<file path="config.mk">
export PLATFORM = sky130hd
export DESIGN_NAME = data_mem_arbiter_flat
export DESIGN_NICKNAME = d
export VERILOG_FILES = /design/src/rtl/data_mem_arbiter_if.sv /design/src/rtl/data_mem_arbiter.sv /design/src/flat_wrapper.sv
export SDC_FILE = /design/constraint.sdc
export NUM_CORES = 1
export LEC_CHECK = 0
export CAP_MARGIN = 30
export CORE_AREA = 2 2 132 134
export DETAILED_ROUTE_END_ITERATION = 8
export DIE_AREA = 0 0 134 136
export PLACE_DENSITY = 0.66
export SLEW_MARGIN = 30
export SYNTH_ARGS = -nofsm -noshare
export SYNTH_HDL_FRONTEND = slang
export SYNTH_SLANG_ARGS = --single-unit
</file>
<file path="constraint.sdc">
create_clock -name clk -period 3 [get_ports clk]
set_input_delay 0.75 -clock clk [delete_from_list [all_inputs] [get_ports clk]]
set_output_delay 0.75 -clock clk [all_outputs]
set_load 0.03 [all_outputs]
</file>
<file path="src/rtl/data_mem_arbiter_if.sv">
// Bus bundle for the two-port data memory arbiter:
// requester ports A and B, the memory side and the starvation flag.
interface data_mem_arbiter_if;
  logic        a_req;
  logic        a_we;
  logic [31:0] a_addr;
  logic [31:0] a_wdata;
  logic        a_gnt;
  logic        a_rvalid;
  logic        a_err;
  logic [31:0] a_rdata;

  logic        b_req;
  logic        b_we;
  logic [31:0] b_addr;
  logic [31:0] b_wdata;
  logic        b_gnt;
  logic        b_rvalid;
  logic        b_err;
  logic [31:0] b_rdata;

  logic [31:0] mem_read_addr;
  logic [31:0] mem_write_addr;
  logic [31:0] mem_write_data;
  logic        mem_read_enable;
  logic        mem_write_enable;
  logic [31:0] mem_read_data;

  logic        b_starved;

  modport slave (
    input  a_req, a_we, a_addr, a_wdata,
    output a_gnt, a_rvalid, a_err, a_rdata,
    input  b_req, b_we, b_addr, b_wdata,
    output b_gnt, b_rvalid, b_err, b_rdata,
    output mem_read_addr, mem_write_addr, mem_write_data,
    output mem_read_enable, mem_write_enable,
    input  mem_read_data,
    output b_starved
  );

  modport master (
    output a_req, a_we, a_addr, a_wdata,
    input  a_gnt, a_rvalid, a_err, a_rdata,
    output b_req, b_we, b_addr, b_wdata,
    input  b_gnt, b_rvalid, b_err, b_rdata,
    input  mem_read_addr, mem_write_addr, mem_write_data,
    input  mem_read_enable, mem_write_enable,
    output mem_read_data,
    input  b_starved
  );
endinterface

</file>
<file path="src/rtl/data_mem_arbiter.sv">
// Two-port data memory arbiter: pipeline MEM stage (A) has priority,
// debug/loader port (B) gains priority after STARVE_LIMIT denied cycles.
module data_mem_arbiter #(
  parameter int DEPTH        = 32,
  parameter int STARVE_LIMIT = 4
) (
  input logic          clk,
  input logic          rst_n,
  data_mem_arbiter_if.slave bus
);

  localparam logic [1:0] IDLE  = 2'd0;
  localparam logic [1:0] OWN_A = 2'd1;
  localparam logic [1:0] OWN_B = 2'd2;

  localparam int WW = $clog2(STARVE_LIMIT + 1);
  localparam logic [WW-1:0] LIMIT = WW'(STARVE_LIMIT);

  logic [1:0]    owner;
  logic [WW-1:0] b_wait;
  logic          starved;
  logic          gnt_a;
  logic          gnt_b;
  logic          any_gnt;
  logic          sel_we;
  logic [31:0]   sel_addr;
  logic [31:0]   sel_wdata;
  logic          oob;
  logic          hit;
  logic          rd_q;
  logic          err_q;
  logic [31:0]   a_rdata_q;
  logic [31:0]   b_rdata_q;

  assign starved = (b_wait == LIMIT);
  assign gnt_a   = rst_n & bus.a_req
                 & ~(bus.b_req & starved);
  assign gnt_b   = rst_n & bus.b_req & ~gnt_a;
  assign any_gnt = gnt_a | gnt_b;

  // Select the granted port's request fields
  always_comb begin
    sel_we    = 1'b0;
    sel_addr  = '0;
    sel_wdata = '0;
    unique case (1'b1)
      gnt_a: begin
        sel_we    = bus.a_we;
        sel_addr  = bus.a_addr;
        sel_wdata = bus.a_wdata;
      end
      gnt_b: begin
        sel_we    = bus.b_we;
        sel_addr  = bus.b_addr;
        sel_wdata = bus.b_wdata;
      end
      default: ;
    endcase
  end

  assign oob = (sel_addr >= 32'(DEPTH));
  assign hit = any_gnt & ~oob;

  assign bus.a_gnt = gnt_a;
  assign bus.b_gnt = gnt_b;
  assign bus.b_starved = starved;

  assign bus.mem_read_enable  = hit & ~sel_we;
  assign bus.mem_write_enable = hit & sel_we;
  assign bus.mem_read_addr    =
    (hit & ~sel_we) ? sel_addr : '0;
  assign bus.mem_write_addr   =
    (hit & sel_we) ? sel_addr : '0;
  assign bus.mem_write_data   =
    (hit & sel_we) ? sel_wdata : '0;

  // Responses go to whichever port owned the previous cycle
  assign bus.a_rvalid = (owner == OWN_A) & rd_q;
  assign bus.a_err    = (owner == OWN_A) & err_q;
  assign bus.b_rvalid = (owner == OWN_B) & rd_q;
  assign bus.b_err    = (owner == OWN_B) & err_q;
  assign bus.a_rdata  = a_rdata_q;
  assign bus.b_rdata  = b_rdata_q;

  // Track owner and register the one-cycle response flags
  always_ff @(posedge clk or negedge rst_n) begin
    if (!rst_n) begin
      owner <= IDLE;
      rd_q  <= 1'b0;
      err_q <= 1'b0;
    end else begin
      owner <= gnt_a ? OWN_A : (gnt_b ? OWN_B : IDLE);
      rd_q  <= any_gnt & ~sel_we;
      err_q <= any_gnt & oob;
    end
  end

  // Capture read data; out-of-range reads return zero
  always_ff @(posedge clk or negedge rst_n) begin
    if (!rst_n) begin
      a_rdata_q <= '0;
      b_rdata_q <= '0;
    end else begin
      if (gnt_a & ~sel_we)
        a_rdata_q <= oob ? '0 : bus.mem_read_data;
      if (gnt_b & ~sel_we)
        b_rdata_q <= oob ? '0 : bus.mem_read_data;
    end
  end

  // Count consecutive denied B cycles, saturating
  always_ff @(posedge clk or negedge rst_n) begin
    if (!rst_n)
      b_wait <= '0;
    else if (bus.b_req & ~gnt_b)
      b_wait <= starved ? b_wait : b_wait + 1'b1;
    else
      b_wait <= '0;
  end

endmodule

</file>
<file path="src/flat_wrapper.sv">
// flat-port wrapper written by rule: the top's interface ports become plain ports
module data_mem_arbiter_flat 
#(
  parameter int DEPTH        = 32,
  parameter int STARVE_LIMIT = 4
)
  (clk, rst_n, bus_a_req, bus_a_we, bus_a_addr, bus_a_wdata, bus_a_gnt, bus_a_rvalid, bus_a_err, bus_a_rdata, bus_b_req, bus_b_we, bus_b_addr, bus_b_wdata, bus_b_gnt, bus_b_rvalid, bus_b_err, bus_b_rdata, bus_mem_read_addr, bus_mem_write_addr, bus_mem_write_data, bus_mem_read_enable, bus_mem_write_enable, bus_mem_read_data, bus_b_starved);
  data_mem_arbiter_if bus_i ();
  input logic clk;
  input logic rst_n;
  input wire logic [$bits(bus_i.a_req)-1:0] bus_a_req;
  input wire logic [$bits(bus_i.a_we)-1:0] bus_a_we;
  input wire logic [$bits(bus_i.a_addr)-1:0] bus_a_addr;
  input wire logic [$bits(bus_i.a_wdata)-1:0] bus_a_wdata;
  output wire logic [$bits(bus_i.a_gnt)-1:0] bus_a_gnt;
  output wire logic [$bits(bus_i.a_rvalid)-1:0] bus_a_rvalid;
  output wire logic [$bits(bus_i.a_err)-1:0] bus_a_err;
  output wire logic [$bits(bus_i.a_rdata)-1:0] bus_a_rdata;
  input wire logic [$bits(bus_i.b_req)-1:0] bus_b_req;
  input wire logic [$bits(bus_i.b_we)-1:0] bus_b_we;
  input wire logic [$bits(bus_i.b_addr)-1:0] bus_b_addr;
  input wire logic [$bits(bus_i.b_wdata)-1:0] bus_b_wdata;
  output wire logic [$bits(bus_i.b_gnt)-1:0] bus_b_gnt;
  output wire logic [$bits(bus_i.b_rvalid)-1:0] bus_b_rvalid;
  output wire logic [$bits(bus_i.b_err)-1:0] bus_b_err;
  output wire logic [$bits(bus_i.b_rdata)-1:0] bus_b_rdata;
  output wire logic [$bits(bus_i.mem_read_addr)-1:0] bus_mem_read_addr;
  output wire logic [$bits(bus_i.mem_write_addr)-1:0] bus_mem_write_addr;
  output wire logic [$bits(bus_i.mem_write_data)-1:0] bus_mem_write_data;
  output wire logic [$bits(bus_i.mem_read_enable)-1:0] bus_mem_read_enable;
  output wire logic [$bits(bus_i.mem_write_enable)-1:0] bus_mem_write_enable;
  input wire logic [$bits(bus_i.mem_read_data)-1:0] bus_mem_read_data;
  output wire logic [$bits(bus_i.b_starved)-1:0] bus_b_starved;
  assign bus_i.a_req = bus_a_req;
  assign bus_i.a_we = bus_a_we;
  assign bus_i.a_addr = bus_a_addr;
  assign bus_i.a_wdata = bus_a_wdata;
  assign bus_a_gnt = bus_i.a_gnt;
  assign bus_a_rvalid = bus_i.a_rvalid;
  assign bus_a_err = bus_i.a_err;
  assign bus_a_rdata = bus_i.a_rdata;
  assign bus_i.b_req = bus_b_req;
  assign bus_i.b_we = bus_b_we;
  assign bus_i.b_addr = bus_b_addr;
  assign bus_i.b_wdata = bus_b_wdata;
  assign bus_b_gnt = bus_i.b_gnt;
  assign bus_b_rvalid = bus_i.b_rvalid;
  assign bus_b_err = bus_i.b_err;
  assign bus_b_rdata = bus_i.b_rdata;
  assign bus_mem_read_addr = bus_i.mem_read_addr;
  assign bus_mem_write_addr = bus_i.mem_write_addr;
  assign bus_mem_write_data = bus_i.mem_write_data;
  assign bus_mem_read_enable = bus_i.mem_read_enable;
  assign bus_mem_write_enable = bus_i.mem_write_enable;
  assign bus_i.mem_read_data = bus_mem_read_data;
  assign bus_b_starved = bus_i.b_starved;
  data_mem_arbiter #(.DEPTH(DEPTH), .STARVE_LIMIT(STARVE_LIMIT)) u_core (.clk(clk), .rst_n(rst_n), .bus(bus_i));
endmodule
</file>
Word-level counts from Yosys, hierarchy flattened
Index checks and enable logic that the tools add are counted.
{"block": "totals", "register_bits": 71, "latchBits": 0, "ramBits": 0, "romBits": 0, "in_bits": 166, "out_inout_bits": 169, "wordCells": 46, "memories": 0}
{"block": "op_classes", "addsub": 1, "multipliers": 0, "n_div": 0, "magnitude_cmp": 1, "n_eq_ne": 4, "shifts": 0, "n_mux": 11, "n_bitwise": 23, "reduce_logical": 0}
{"op": "32-bit two-way mux", "count": 4}
{"op": "32-bit one-hot mux with 2 select lines", "count": 2}
{"op": "32-bit by 6-bit greater-or-equal comparator with 1-bit output (second input constant)", "count": 1}
{"op": "1-bit bitwise AND", "count": 17}
{"op": "3-bit two-way mux", "count": 2}
{"op": "1-bit inverter", "count": 5}
{"op": "2-bit two-way mux", "count": 2}
{"op": "3-bit by 1-bit adder with 3-bit output (second input constant)", "count": 1}
{"op": "3-bit equality test (second input constant)", "count": 1}
{"op": "2-bit by 1-bit equality test with 1-bit output (second input constant)", "count": 1}
{"op": "2-bit equality test (second input constant)", "count": 1}
{"op": "2-bit inequality test (second input constant)", "count": 1}
{"op": "1-bit one-hot mux with 2 select lines", "count": 1}
{"op": "1-bit bitwise OR", "count": 1}

Logic depth before layout (Yosys ltp)
{"block": "logic_depth", "depth_word": 12, "mapped_depth": 9, "depth_no_buf": 6}

Worst setup path before layout
OpenSTA, ideal clock, no wires.
{"block": "synth_timing", "kind": "input-to-output", "startpoint": "in bus_a_addr[31]", "endpoint": "out bus_mem_read_enable", "arrival_time_ns": 2.781, "required_ns": 2.250, "setup_slack_ns": -0.531, "path_stages": 4, "path_buffers": 0, "path_cell_list": "or4_4 -> nor4_4 -> a21boi_2 -> nor4b_1"}
{"block": "synth_between", "elab_chain_cells": 5}
{"element": "start, declared", "line": "flat_wrapper.sv:13", "text": "input wire logic [$bits(bus_i.a_addr)-1:0] bus_a_addr;"}
{"element": "32-bit one-hot mux with 2 select lines", "line": "data_mem_arbiter.sv:46", "text": "unique case (1'b1)"}
{"element": "32-bit by 6-bit greater-or-equal comparator with 1-bit output", "line": "data_mem_arbiter.sv:61", "text": "assign oob = (sel_addr >= 32'(DEPTH));"}
{"element": "1-bit inverter", "line": "data_mem_arbiter.sv:62", "text": "assign hit = any_gnt & ~oob;"}
{"element": "1-bit bitwise AND", "line": "data_mem_arbiter.sv:62"}
{"element": "1-bit bitwise AND", "line": "data_mem_arbiter.sv:68", "text": "assign bus.mem_read_enable = hit & ~sel_we;"}
{"element": "end, declared", "line": "flat_wrapper.sv:30", "text": "output wire logic [$bits(bus_i.mem_read_enable)-1:0] bus_mem_read_enable;"}
No other way between the ends.

Worst setup path after layout
{"block": "layout_timing", "startpoint": "in bus_a_addr[25]", "endpoint": "out bus_mem_write_data[6]"}
{"block": "layout_between", "elab_chain_cells": 6}
{"element": "32-bit one-hot mux with 2 select lines", "line": "data_mem_arbiter.sv:46"}
{"element": "32-bit by 6-bit greater-or-equal comparator with 1-bit output", "line": "data_mem_arbiter.sv:61"}
{"element": "1-bit inverter", "line": "data_mem_arbiter.sv:62"}
{"element": "1-bit bitwise AND", "line": "data_mem_arbiter.sv:62"}
{"element": "1-bit bitwise AND", "line": "data_mem_arbiter.sv:75", "text": "(hit & sel_we) ? sel_wdata : '0;"}
{"element": "32-bit two-way mux", "line": "data_mem_arbiter.sv:75"}
{"element": "end, declared", "line": "flat_wrapper.sv:29", "text": "output wire logic [$bits(bus_i.mem_write_data)-1:0] bus_mem_write_data;"}
No other way between the ends.

==> results by group <==
Worst setup path
  • Top delay family on crit path: simple AND/OR/NAND/NOR gates
  • Reg2Reg Capture Point: u_core.bus.b_rdata[24]
  • WP buf/inv: 4
  • Largest fanout on the critical path: 8
  • Req. time, crit path: 2250 ps
  • CP Launch Type: input pin
  • Worst path most repeated cell: buf_12
  • Crit-path max cell delay: around 530 ps
  • Reg2reg path depth: 10
  • Worst r2r src: u_core.b_wait[0]
  • Cell with the largest stage delay on the worst path: or4_4
  • Arrival @ worst endpoint: 2620 ps
  • Crit-path cells: buf_6, or4_4, nor4_4, a21boi_4, buf_12, buf_12, nor4_4, buf_12
  • FF-to-FF setup slack: just under 800 ps
  • Crit end category: output port
  • WS Path Type: in2out

Clocking
  • CTS Sinks: ~70
  • Num CTS Buffers: 9
  • H-tree levels: 3
  • CTS root buf: clkbuf_16
  • Clock tree buffer depth: 2
  • CTS tree: done
  • Worst-Skew Late Latency: about 330 ps
  • CTS clk-pin slew, worst paths: approximately 50 ps

Route
  • Antenna-violating nets left: 0
  • DR iter-0 viols: around 230
  • Drt drc: 0
  • Routed vias: between 5,000 and 6,000
  • Overall routed net length: just over 20,000 µm
  • Routed WL per cell: around 18 µm
  • DRT Pass-1 Iters: 4
  • Vias per std cell: about 5

Floorplan
  • Initial cell density of the core: 0.294
  • FP Rows: 48
  • Height of the chip: around 140 µm
  • Die ar.: 18,200 µm²
  • # IOs: approximately 340
  • Core Area: 16,900 µm²
  • Die X: 134 µm

Min path
  • Hold Path Class: reg2reg
  • Hold_sp: u_core.bus.a_rdata[20]
  • Hold endpoint: u_core.bus.a_rdata[20]
  • Hold path cells: 2

Power and ir drop
  • VDD IR max: between 0.2 and 0.25 mV
  • Pleak: between 3 and 4 nW
  • Pwr Density: 313 nW/µm²

Place
  • Post-DP HPWL: around 15,000 µm
  • Port bufs: 280
  • Dpl ws: -782 ps
  • RePlAce Congestion: just over 0.8

STA
  • Fin crit period: roughly 3400 ps
  • Max-slew violations: 0
  • Final worst-path cycle share: 1.12
  • Fin worst setup slack: -371 ps
  • Final hold violations: 0
  • Worst slew margin: 0.590
  • Achievable Freq: between 0.2 and 0.3 GHz
  • Final worst clock skew: around 3.4 ps
  • Setup-failing EPs final: between 40 and 50
  • Slew @ Worst Pin: 615 ps
  • RSZ-0062 raised after global routing: true

Synth
  • Cell Area, Synth: 4960 µm²
  • Share of the yosys chip area belonging to registers: 0.358
  • FF+latch count, synth: 71
  • Yosys warning count: 0
  • Unique masters post-synth: 37
  • Syn Area/Cell: about 9 µm²
  • Syn Inst Count: 535

Flow run
  • Maxcap violations: 0

Cells and area
  • Final nets: 1,054
  • Ant diodes: 0
  • Layout area overhead: 99.0%
  • Fin util: 0.585
  • Share of post-route cells with drive strength above 1: 0.322

Global route
  • First-pass GRT wire length: between 30,000 and 40,000 µm
  • Largest net degree at the start of global routing: 50
  • Gr usage total: 0.217
  • Initial antenna violation count: 0
  • Grt total ovfl: 0
  • Vias in the first global route: roughly 5,600

Outcome
  • Violated checks: setup timing
  • Status: complete, but fails checks
## layout by cell type, fill, tap and decap left out, types with 17 or more instances in the layout
cell type	count
nor4_4	48
nand2_1	71
clkbuf_2	17
a22o_1	32
o211ai_1	42
dfrtp_1	71
conb_1	54
buf_6	32
nor3b_1	69
o21ai_0	33
buf_4	97
clkdlybuf4s50_1	180
buf_12	29
## power breakdown
| group | internal [W] | total (W) | switching [W] |
|---|---|---|---|
| Combinational | 0.000435 | 0.000884 | 0.000448 |
| Sequential | 0.000964 | 0.000968 | 0.00000365 |
| Clock | 0.000840 | 0.00124 | 0.000399 |
## cell families after synthesis
logic type                 synth area share
adders and majority gates           0.00504
AOI/OAI and AO/OA                     0.169
and+or+nand+nor                       0.330
DFF                                   0.358
other                              0.000756
buffers and inverters                 0.137
## per-layer routing
layer	wire, µm	vias up	track usage
li1	-	2574	-
met1	8160	2684	0.263
met2	10400	267	0.384
met3	1790	17	0.0563
met4	251	0	0.0526
met5	0	-	0
## cell type report
class	count	area (µm²)
multi-input cells	402	3330
clock inverters	6	116
clock buffers	10	239
repair buffers	398	4120
inverters	4	15.0
well taps	225	282
fillers	1434	7000
flip-flops and latches	71	1780
## stage by stage
stage | hold WS (ps) | instances | setup TNS, ps | instance area [µm²] | power, W
4_1_cts | 483 | 1108 | -15190 | 9730 | 0.00310
6_report | 479 | 1116 | -13060 | 9870 | 0.00309
3_3_place_gp | 465 | 1066 | -29060 | 8770 | 0.00174
5_1_grt | 510 | 1116 | -16560 | 9870 | 0.00322
2_1_floorplan | 454 | 588 | -6330 | 5580 | 0.00138
3_5_place_dp | 471 | 1066 | -30410 | 8770 | 0.00176
## worst register-to-register path: cells and delay by family, from the launching register on
kind / cells / cell delay (ps)
adders and majority gates: 1 / 190
DFF: 1 / 380
AOI/OAI and AO/OA: 2 / 240
buffers and inverters: 5 / 790
and+or+nand+nor: 2 / 550
## synth_stat cells (all sizes together)
cell type	instances	share of area
and2	1	0.0013
nor2b	1	0.0013
nand3	3	0.0030
nor4	54	0.13
and3	1	0.0013
clkbuf	34	0.026
or4	3	0.0053
or3b	1	0.0018
nor3b	74	0.11
nand2b	1	0.0013
o211ai	42	0.064
dfrtp	71	0.36
conb	1	0.00076
buf	77	0.11
o21ai	33	0.033
nand3b	1	0.0015
nand2	75	0.057
and3b	4	0.0071
a32oi	1	0.0018
nor2	6	0.0045
o22ai	1	0.0013
ha	2	0.0050
a22o	33	0.058
o32ai	1	0.0033
nor4b	1	0.0018
or3	2	0.0025
a21boi	3	0.0061
o21a	1	0.0015
inv	4	0.0030
nor3	3	0.0030
## how the worst max path moves through the flow
stage	depth (start not counted)	start	endpoint
after floorplan	5	bus_a_addr[31]	bus_mem_read_addr[0]
after global placement	8	bus_b_addr[27]	bus_mem_write_data[26]
after detailed placement	8	bus_b_addr[27]	bus_mem_write_data[26]
after CTS	8	bus_a_addr[7]	bus_mem_write_data[15]
after global routing	8	bus_a_addr[25]	bus_mem_write_data[27]
final	8	bus_a_addr[25]	bus_mem_write_data[6]
## registers in the layout, summed over array words and instances, names as in the netlist
register,count
u_core.b_wait,3
u_core.bus.a_rdata,32
u_core.bus.b_rdata,32
u_core.err_q,1
u_core.owner,2
u_core.rd_q,1
## what timing repair did
action | in CTS | in global routing
hold buffers | 0 | 0
setup buffers | 18 | 10
resized for setup | 146 | 67
setup endpoints to repair | 44 | 44
pin swaps | 45 | 30
gates cloned | 8 | 0
Power figures use the tool's default switching activity.
